$ cat config.mk
export PLATFORM = sky130hd
export DESIGN_NAME = ks_memory_responder
export DESIGN_NICKNAME = d
export VERILOG_FILES = /design/src/rtl/k_and_s_pkg.sv /design/src/rtl/ks_ram_32x16.sv /design/src/rtl/ks_memory_responder.sv
export SDC_FILE = /design/constraint.sdc
export NUM_CORES = 1
export LEC_CHECK = 0
export ABC_AREA = 1
export CAP_MARGIN = 0
export CORE_MARGIN = 2
export CORE_UTILIZATION = 40
export DETAILED_ROUTE_END_ITERATION = 6
export PLACE_DENSITY = 0.65
export SLEW_MARGIN = 10
export SYNTH_ARGS = -nofsm -noshare
export SYNTH_HDL_FRONTEND = slang
export SYNTH_SLANG_ARGS = --single-unit
$ cat constraint.sdc
create_clock -name clk -period 2.7 [get_ports clk]
set_input_delay 0.54 -clock clk [delete_from_list [all_inputs] [get_ports clk]]
set_output_delay 0.54 -clock clk [all_outputs]
set_load 0.02 [all_outputs]
$ cat src/rtl/k_and_s_pkg.sv
// Shared types and sizing constants for the K&S processor memory side.
package k_and_s_pkg;

    localparam int KS_DATA_WIDTH = 16;
    localparam int KS_ADDR_WIDTH = 5;

    typedef enum logic [1:0] {
        MEM_CLEAR,
        MEM_LOAD,
        MEM_RUN
    } mem_state_type;

endpackage

$ cat src/rtl/ks_ram_32x16.sv
// Single-write-port word store with a registered read port; a read and write to the
// same address in one cycle returns the word as it was before the write.
module ks_ram_32x16 #(
    parameter int DATA_WIDTH = 16,
    parameter int ADDR_WIDTH = 5
) (
    input  logic                  clk,
    input  logic                  write_enable,
    input  logic [ADDR_WIDTH-1:0] write_addr,
    input  logic [DATA_WIDTH-1:0] write_data,
    input  logic [ADDR_WIDTH-1:0] read_addr,
    output logic [DATA_WIDTH-1:0] read_data
);

    localparam int DEPTH = 2 ** ADDR_WIDTH;

    logic [DATA_WIDTH-1:0] mem [DEPTH];

    always_ff @(posedge clk) begin
        if (write_enable) begin
            mem[write_addr] <= write_data;
        end
        read_data <= mem[read_addr];
    end

endmodule

$ cat src/rtl/ks_memory_responder.sv
// Memory-side responder: clears and boot-loads the word store, then serves CPU
// reads/writes with a memory-mapped output register, holding the CPU in reset until then.
module ks_memory_responder
    import k_and_s_pkg::*;
#(
    parameter int DATA_WIDTH     = KS_DATA_WIDTH,
    parameter int ADDR_WIDTH     = KS_ADDR_WIDTH,
    parameter bit CLEAR_ON_RESET = 1'b1,
    parameter int IO_ADDR        = 31
) (
    input  logic                  clk,
    input  logic                  rst_n,
    input  logic [ADDR_WIDTH-1:0] ram_addr,
    input  logic                  ram_write_enable,
    input  logic [DATA_WIDTH-1:0] data_out,
    output logic [DATA_WIDTH-1:0] data_in,
    input  logic                  load_valid,
    output logic                  load_ready,
    input  logic [DATA_WIDTH-1:0] load_data,
    input  logic                  load_last,
    output logic                  cpu_rst_n,
    output logic [DATA_WIDTH-1:0] io_out,
    output logic                  busy
);

    localparam mem_state_type         RESET_STATE = CLEAR_ON_RESET ? MEM_CLEAR : MEM_LOAD;
    localparam logic [ADDR_WIDTH-1:0] IO_ADDR_W   = ADDR_WIDTH'(IO_ADDR);

    mem_state_type         state_reg, state_next;
    logic [ADDR_WIDTH:0]   ptr_reg, ptr_next, ptr_inc;
    logic                  read_valid_reg;
    logic                  ram_we;
    logic [ADDR_WIDTH-1:0] ram_waddr;
    logic [DATA_WIDTH-1:0] ram_wdata;
    logic [DATA_WIDTH-1:0] ram_rdata;
    logic                  io_we;

    // The extra pointer bit flags the wrap past the last word.
    assign ptr_inc = ptr_reg + (ADDR_WIDTH + 1)'(1);

    always_comb begin
        state_next = state_reg;
        ptr_next   = ptr_reg;
        ram_we     = 1'b0;
        ram_waddr  = ptr_reg[ADDR_WIDTH-1:0];
        ram_wdata  = '0;
        io_we      = 1'b0;
        case (state_reg)
            MEM_CLEAR: begin
                ram_we   = 1'b1;
                ptr_next = ptr_inc;
                if (ptr_inc[ADDR_WIDTH]) begin
                    ptr_next   = '0;
                    state_next = MEM_LOAD;
                end
            end
            MEM_LOAD: begin
                ram_wdata = load_data;
                if (load_valid && load_ready) begin
                    ram_we   = 1'b1;
                    ptr_next = ptr_inc;
                    if (load_last || ptr_inc[ADDR_WIDTH]) begin
                        state_next = MEM_RUN;
                    end
                end
            end
            MEM_RUN: begin
                ram_we    = ram_write_enable;
                ram_waddr = ram_addr;
                ram_wdata = data_out;
                io_we     = ram_write_enable && (ram_addr == IO_ADDR_W);
            end
            default: begin
                state_next = RESET_STATE;
                ptr_next   = '0;
            end
        endcase
    end

    always_ff @(posedge clk or negedge rst_n) begin
        if (!rst_n) begin
            state_reg      <= RESET_STATE;
            ptr_reg        <= '0;
            load_ready     <= 1'b0;
            cpu_rst_n      <= 1'b0;
            io_out         <= '0;
            read_valid_reg <= 1'b0;
        end else begin
            state_reg      <= state_next;
            ptr_reg        <= ptr_next;
            load_ready     <= (state_next == MEM_LOAD);
            cpu_rst_n      <= (state_reg == MEM_RUN);
            read_valid_reg <= (state_reg == MEM_RUN);
            if (io_we) begin
                io_out <= data_out;
            end
        end
    end

    assign busy    = (state_reg != MEM_RUN);
    // The RAM output register has no reset, so read data is masked until a RUN read lands.
    assign data_in = read_valid_reg ? ram_rdata : '0;

    ks_ram_32x16 #(
        .DATA_WIDTH(DATA_WIDTH),
        .ADDR_WIDTH(ADDR_WIDTH)
    ) u_ram (
        .clk         (clk),
        .write_enable(ram_we),
        .write_addr  (ram_waddr),
        .write_data  (ram_wdata),
        .read_addr   (ram_addr),
        .read_data   (ram_rdata)
    );

endmodule

==> metrics.md, run 1 <==
| Metric | Value |
|---|---|
| TNS Setup | `0 ps` |
| Synth Area in XOR/XNOR | `0%` |
| Synth warnings | `0` |
| Status | `complete, no violations` |
| DP Area | `0.0256 mm^2` |
| Antenna violations before repair | `2` |
| CP Data Arrival Time | `2080 ps` |
| RePlAce Congestion | `0.866` |
| DP Cell Count | `3,052` |
| DR WL/cell | `19.8 um` |
| Post-Synth Adder-Cell Area | `0.320%` |
| Largest family of logic cells by synthesized area | `simple AND/OR/NAND/NOR gates` |
| Reg2reg path depth | `10` |
| Max reg flops | `512` |
| Post-route non-filler standard cell count | `3,156` |
| CP Launch Type | `flip-flop` |
| Vias | `16,157` |
| Slew HR | `55.1%` |
| Tightest Pin Transition | `672 ps` |
| Syn nets | `2,272` |
| Tcrit/Tclk final | `96.9%` |
| Nets | `2,392` |
| DR iter-0 viols | `2,036` |
| First-pass GRT wire length | `95,200 um` |
| Pre-CTS WS | `121 ps` |
| Die Span Y | `246 um` |
| Worst endpoint required time | `2160 ps` |
| Layout area overhead | `17.1%` |
| Hold_buf cts | `0` |
| Layout Utilization | `47.4%` |
| Netlist cell types | `29` |
| Pins Over Slew Limit | `0` |
| Initial Util | `40.5%` |
| # port buffers | `76` |
| Synthesized area per cell | `10.5 um^2` |
| Pwr Total | `18.8 mW` |
| Worst Skew | `17.5 ps` |
| Simple-Gate Fraction of Synth Area | `20.4%` |
| Aggregate global routing overflow | `0` |
| Period minus WS final | `2620 ps` |
| Fin. Hold Viols | `0` |
| N_diodes | `0` |
| Cells after Synth | `2,224` |
| I/O Pins | `77` |
| Final WL | `62,600 um` |
| Largest reg by FF count | `u_ram.mem` |
| Leakage power | `10.9 nW` |
| CTS Sinks | `554` |
| Clock transition at path regs | `70 ps` |
| Worst slack on hold paths | `324 ps` |
| DRC viols | `0` |
| CTS root buffer | `clkbuf_16` |
| RSZ-0062 raised after global routing | `no` |
| Hold crit path type | `in2async` |
| Power per cell area | `685 mW/mm^2` |
| Vias per cell | `5.12` |
| WS Path Type | `reg2out` |
| Max Clock Freq | `0.382 GHz` |
| Clock latency on the worst-skew pair | `610 ps` |
| Synthesized cell area | `0.0234 mm^2` |
| Die X-Extent | `246 um` |
| Final setup margin | `83.5 ps` |
| Seq/Total Area, Yosys | `69.8%` |
| Number of buffers created by CTS | `55` |
| CP Capture Type | `primary output` |
| Design area | `0.0274 mm^2` |
| Max FO, Critical Path | `16` |
| Number of global-route vias before repair | `15,970` |
| CTS H-tree depth | `2` |
| Full die area | `0.0605 mm^2` |
| Register bit total from synthesis | `554` |
| Worst-case clock buffer depth | `3` |
| Biggest regs | `u_ram.mem: 512 flops, io_out: 16 flops, u_ram.read_data: 16 flops` |
| Pin count of the biggest net entering global routing | `70` |
| All-Layer GR Usage | `20.9%` |
| Final HPWL DP | `38,700 um` |
| Antenna Nets Post-Route | `0` |
| Compound-Gate Fraction of Synth Area | `3.37%` |
| Layout cell share with drive strength beyond 1 | `10.2%` |
| DRT Pass-1 Iters | `6` |
| Core Area | `0.0578 mm^2` |
| CTS tree | `built` |
| Max rail drop VDD | `473 uV` |
| Mux share of post-synthesis cell area | `0.769%` |
| Cell Rows | `88` |
| Max_cap viols | `0` |
| Final setup vio count | `0` |
-- metal layers --
layer | up-vias | GRT usage (%) | routed length (um)
met2 | 636 | 35.4 | 30500
met5 | - | 0 | 0
met3 | 120 | 3.26 | 4620
met4 | 0 | 6.08 | 1650
met1 | 7847 | 27.9 | 25900
li1 | 7554 | - | -
-- report_power, final --
group | leakage [nW] | switching, mW | internal [mW]
logic | 4.90 | 1.02 | 0.502
registers | 5.08 | 0.0378 | 9.47
clock network | 0.895 | 3.29 | 4.46
total | 10.9 | 4.35 | 14.4
-- cells in the final DEF (no fill, tap or decap), drive strengths merged, types with 16 or more instances in the layout --
cell type | netlist | final
clkinv | 1 | 22
a21oi | 24 | 24
clkbuf | 28 | 68
nor2 | 366 | 366
clkdlybuf4s50 | 0 | 71
inv | 178 | 181
mux2 | 16 | 16
buf | 83 | 100
edfxtp | 512 | 512
nand3 | 156 | 156
dfrtp | 26 | 26
nand2 | 664 | 664
o21ai | 124 | 124
dfxtp | 16 | 16
-- final cells by class --
type / instances / area [um^2]
fill: 5146 / 30400
clock inverter: 37 / 343
multi-input combinational: 1380 / 5930
clock buffer: 67 / 1500
timing repair buffer: 174 / 1660
sequential: 554 / 16300
inverter: 179 / 679
tap: 765 / 957
-- synthesized netlist by cell type --
library cell  count  area, um^2
edfxtp_1        512       15400
inv_1           174         653
mux2_1           10         113
buf_6             4        45.0
nand3b_1          1        7.51
a21oi_1          23         115
buf_1            12        45.0
nand4_1           2        12.5
nand3_1         151         756
o211ai_1          5        37.5
clkinv_1          1        3.75
nand2_1         664        2490
buf_4            19         143
ha_1              6        75.1
a21oi_2           1        8.76
inv_4             1        6.26
nor2_2            1        6.26
mux2_2            6        67.6
o21ai_0          43         215
nand3_2           5        50.1
clkbuf_1         28         105
o21ai_1          81         405
buf_2            48         240
nor2_1          365        1370
inv_2             3        11.3
dfxtp_1          16         320
o21bai_1          1        7.51
or2_2            15        93.8
dfrtp_1          26         651
-- final timing paths --
kind,from,end,slack [ps]
max,read_valid_reg,data_in[2],80
max reg2reg,state_reg[0],u_ram.mem[5][10],270
min,rst_n,io_out[10],320
max in group asynchronous,rst_n,ptr_reg[2],2090
min reg2reg,io_out[5],io_out[5],490
min in group clk,io_out[5],io_out[5],490
-- logic make-up after synthesis --
| family | count (synthesis) |
|---|---|
| compound gates | 154 |
| fa+ha+maj | 6 |
| buf+inv | 290 |
| flops | 554 |
| mux | 16 |
| simple gates | 1204 |
-- critical path, cell delays in order, from the launching register on --
cell and delay [ps]:
dfrtp_1 380, buf_8 210, nand2_1 180, inv_1 80, clkdlybuf4s50_1 590
-- what timing repair did --
action	CTS	global route
buffers inserted	0	0
resized for setup	2	2
setup endpoints to repair	3	2
hold endpoints to repair	0	0
Note: power is estimated with default switching activity, not from simulation.
==> run 2: changes to the inputs <==
--- a/config.mk
+++ b/config.mk
@@ -8,9 +8,9 @@
 export ABC_AREA = 1
 export CAP_MARGIN = 0
 export CORE_MARGIN = 2
-export CORE_UTILIZATION = 40
+export CORE_UTILIZATION = 30
 export DETAILED_ROUTE_END_ITERATION = 6
-export PLACE_DENSITY = 0.65
+export PLACE_DENSITY = 0.53
 export SLEW_MARGIN = 10
 export SYNTH_ARGS = -nofsm -noshare
 export SYNTH_HDL_FRONTEND = slang
==> run 2 against run 1 <==
- design area increased by 1.6%
- flip-flop and latch count unchanged
- die area up 33%
- cell count grew 9.2%
- sequential power about the same
- critical path depth is 1 lower
- non-clock buffer count increased by 10
- clock-buffer cell count up 17
- fmax increased by 1.3%
- critical path type unchanged
- largest cell class unchanged
- largest power group unchanged
==> metrics.md, run 2 (synthesis results as in run 1) <==
| Metric | Value |
|---|---|
| Status | `complete, no violations` |
| Full die area | `0.0804 mm^2` |
| Fin. Hold Viols | `0` |
| Leakage power | `11.0 nW` |
| Antenna violations before repair | `3` |
| RR Endpoint | `u_ram.mem[8][5]` |
| RSZ-0062 raised after global routing | `no` |
| Crit path largest cell delay | `600 ps` |
| Worst Skew | `20.7 ps` |
| CTS H-tree depth | `2` |
| Period minus WS final | `2580 ps` |
| TNS Setup | `0 ps` |
| Pin count of the biggest net entering global routing | `64` |
| Clock transition at path regs | `60 ps` |
| Setup Buffers After CTS | `0` |
| DR WL/cell | `18.9 um` |
| Most common cell after layout, fill and taps aside | `nand2_1` |
| CP Data Arrival Time | `2040 ps` |
| Cell Rows | `102` |
| CTS tree | `built` |
| I/O Pins | `77` |
| Final HPWL DP | `40,600 um` |
| Layout area overhead | `19.0%` |
| CP Launch Type | `flip-flop` |
| CP Buf/Inv Count | `2` |
| Number of global-route vias before repair | `15,918` |
| Max stage delay cell, worst path | `clkdlybuf4s50_1` |
| First-pass GRT wire length | `97,600 um` |
| R2R Path Start | `state_reg[0]` |
| WP depth | `3` |
| Crit path capture | `data_in[3]` |
| Clock latency on the worst-skew pair | `620 ps` |
| Number of buffers created by CTS | `58` |
| Biggest regs | `u_ram.mem: 512 flops, io_out: 16 flops, u_ram.read_data: 16 flops` |
| RePlAce Congestion | `0.876` |
| Tightest Pin Transition | `674 ps` |
| Max_cap viols | `0` |
| Nets | `2,405` |
| Crit path max-delay family | `buffers and inverters` |
| Die Span Y | `283 um` |
| Crit-path cells | `nand2_1, inv_1, clkdlybuf4s50_1` |
| DRC viols | `0` |
| Max FO, Critical Path | `6` |
| WS Path Type | `reg2out` |
| DRT Pass-1 Iters | `5` |
| Vias per cell | `4.63` |
| Vias | `15,955` |
| Largest reg by FF count | `u_ram.mem` |
| Slew HR | `55.1%` |
| CTS Sinks | `554` |
| Worst-case clock buffer depth | `3` |
| Max Clock Freq | `0.387 GHz` |
| Max rail drop VDD | `408 uV` |
| Worst endpoint required time | `2160 ps` |
| Tcrit/Tclk final | `95.7%` |
| Antenna Nets Post-Route | `0` |
| Reg2reg path depth | `9` |
| CP Launch Point | `read_valid_reg` |
| # port buffers | `76` |
| Hold crit path type | `in2async` |
| Max reg flops | `512` |
| Hold_buf cts | `0` |
| Power per cell area | `670 mW/mm^2` |
| DP Area | `0.0261 mm^2` |
| Reg2reg setup slack | `260 ps` |
| CTS root buffer | `clkbuf_16` |
| Pins Over Slew Limit | `0` |
| Layout cell share with drive strength beyond 1 | `10.0%` |
| Design area | `0.0279 mm^2` |
| Final setup vio count | `0` |
| Core Area | `0.0773 mm^2` |
| Initial Util | `30.3%` |
| All-Layer GR Usage | `16.0%` |
| DR iter-0 viols | `1,446` |
| Die X-Extent | `283 um` |
| Final WL | `65,100 um` |
| CP Capture Type | `primary output` |
| Leading cell types in the layout, fill and taps excluded | `nand2_1 (664), edfxtp_1 (512), nor2_1 (364), inv_1 (174), nand3_1 (151)` |
| Aggregate global routing overflow | `0` |
==> run 2: worst min path at each step <==
| stage | endpoint | slack, ps | depth (start not counted) |
|---|---|---|---|
| finish | io_out[6] | 310 | 2 |
| global route | io_out[10] | 340 | 2 |
| CTS | io_out[6] | 300 | 2 |
| detailed placement | io_out[6] | 480 | 1 |
| global placement | io_out[12] | 480 | 1 |
| floorplan | io_out[0] | 240 | 0 |
==> run 2: cell type report <==
class,instances,area (um^2)
clock buffers,84,1630
fillers,7704,49500
flip-flops and latches,554,16300
multi-input cells,1380,5970
diodes,1,2.50
clock inverters,24,169
repair buffers,184,1780
well taps,1040,1300
inverters,179,679
==> run 2: stage by stage <==
stage	instances	hold WS, ps	setup WS, ps	utilization (%)	power, mW
6_report	3446	308	117	36.0	18.7
4_1_cts	3445	296	3.05	36.0	18.9
5_1_grt	3446	341	49.7	36.0	19.3
3_3_place_gp	3337	477	48.6	33.7	11.2
2_1_floorplan	2224	244	46.2	-	10.5
3_5_place_dp	3337	481	126	33.7	11.3
==> run 2: layer usage <==
| metal | global-route usage (%) | part of all wire, % | up-vias |
|---|---|---|---|
| met1 | 21.8 | 44 | 7816 |
| met4 | 5.42 | 2.9 | 0 |
| met3 | 2.16 | 5.5 | 109 |
| met2 | 26.4 | 47 | 449 |
| met5 | 0 | 0 | - |
| li1 | - | - | 7581 |
==> run 2: power by group <==
part	total, mW	internal [mW]	switching [mW]
clock	7.62	4.36	3.26
sequential	9.51	9.47	0.0419
combinational	1.56	0.518	1.04
total	18.7	14.3	4.34
==> run 2: timing repair <==
item / in CTS / in global routing
pin swaps: 0 / 0
cloned: 0 / 0
resized for setup: 1 / 3
endpoints found under the setup margin: 16 / 3
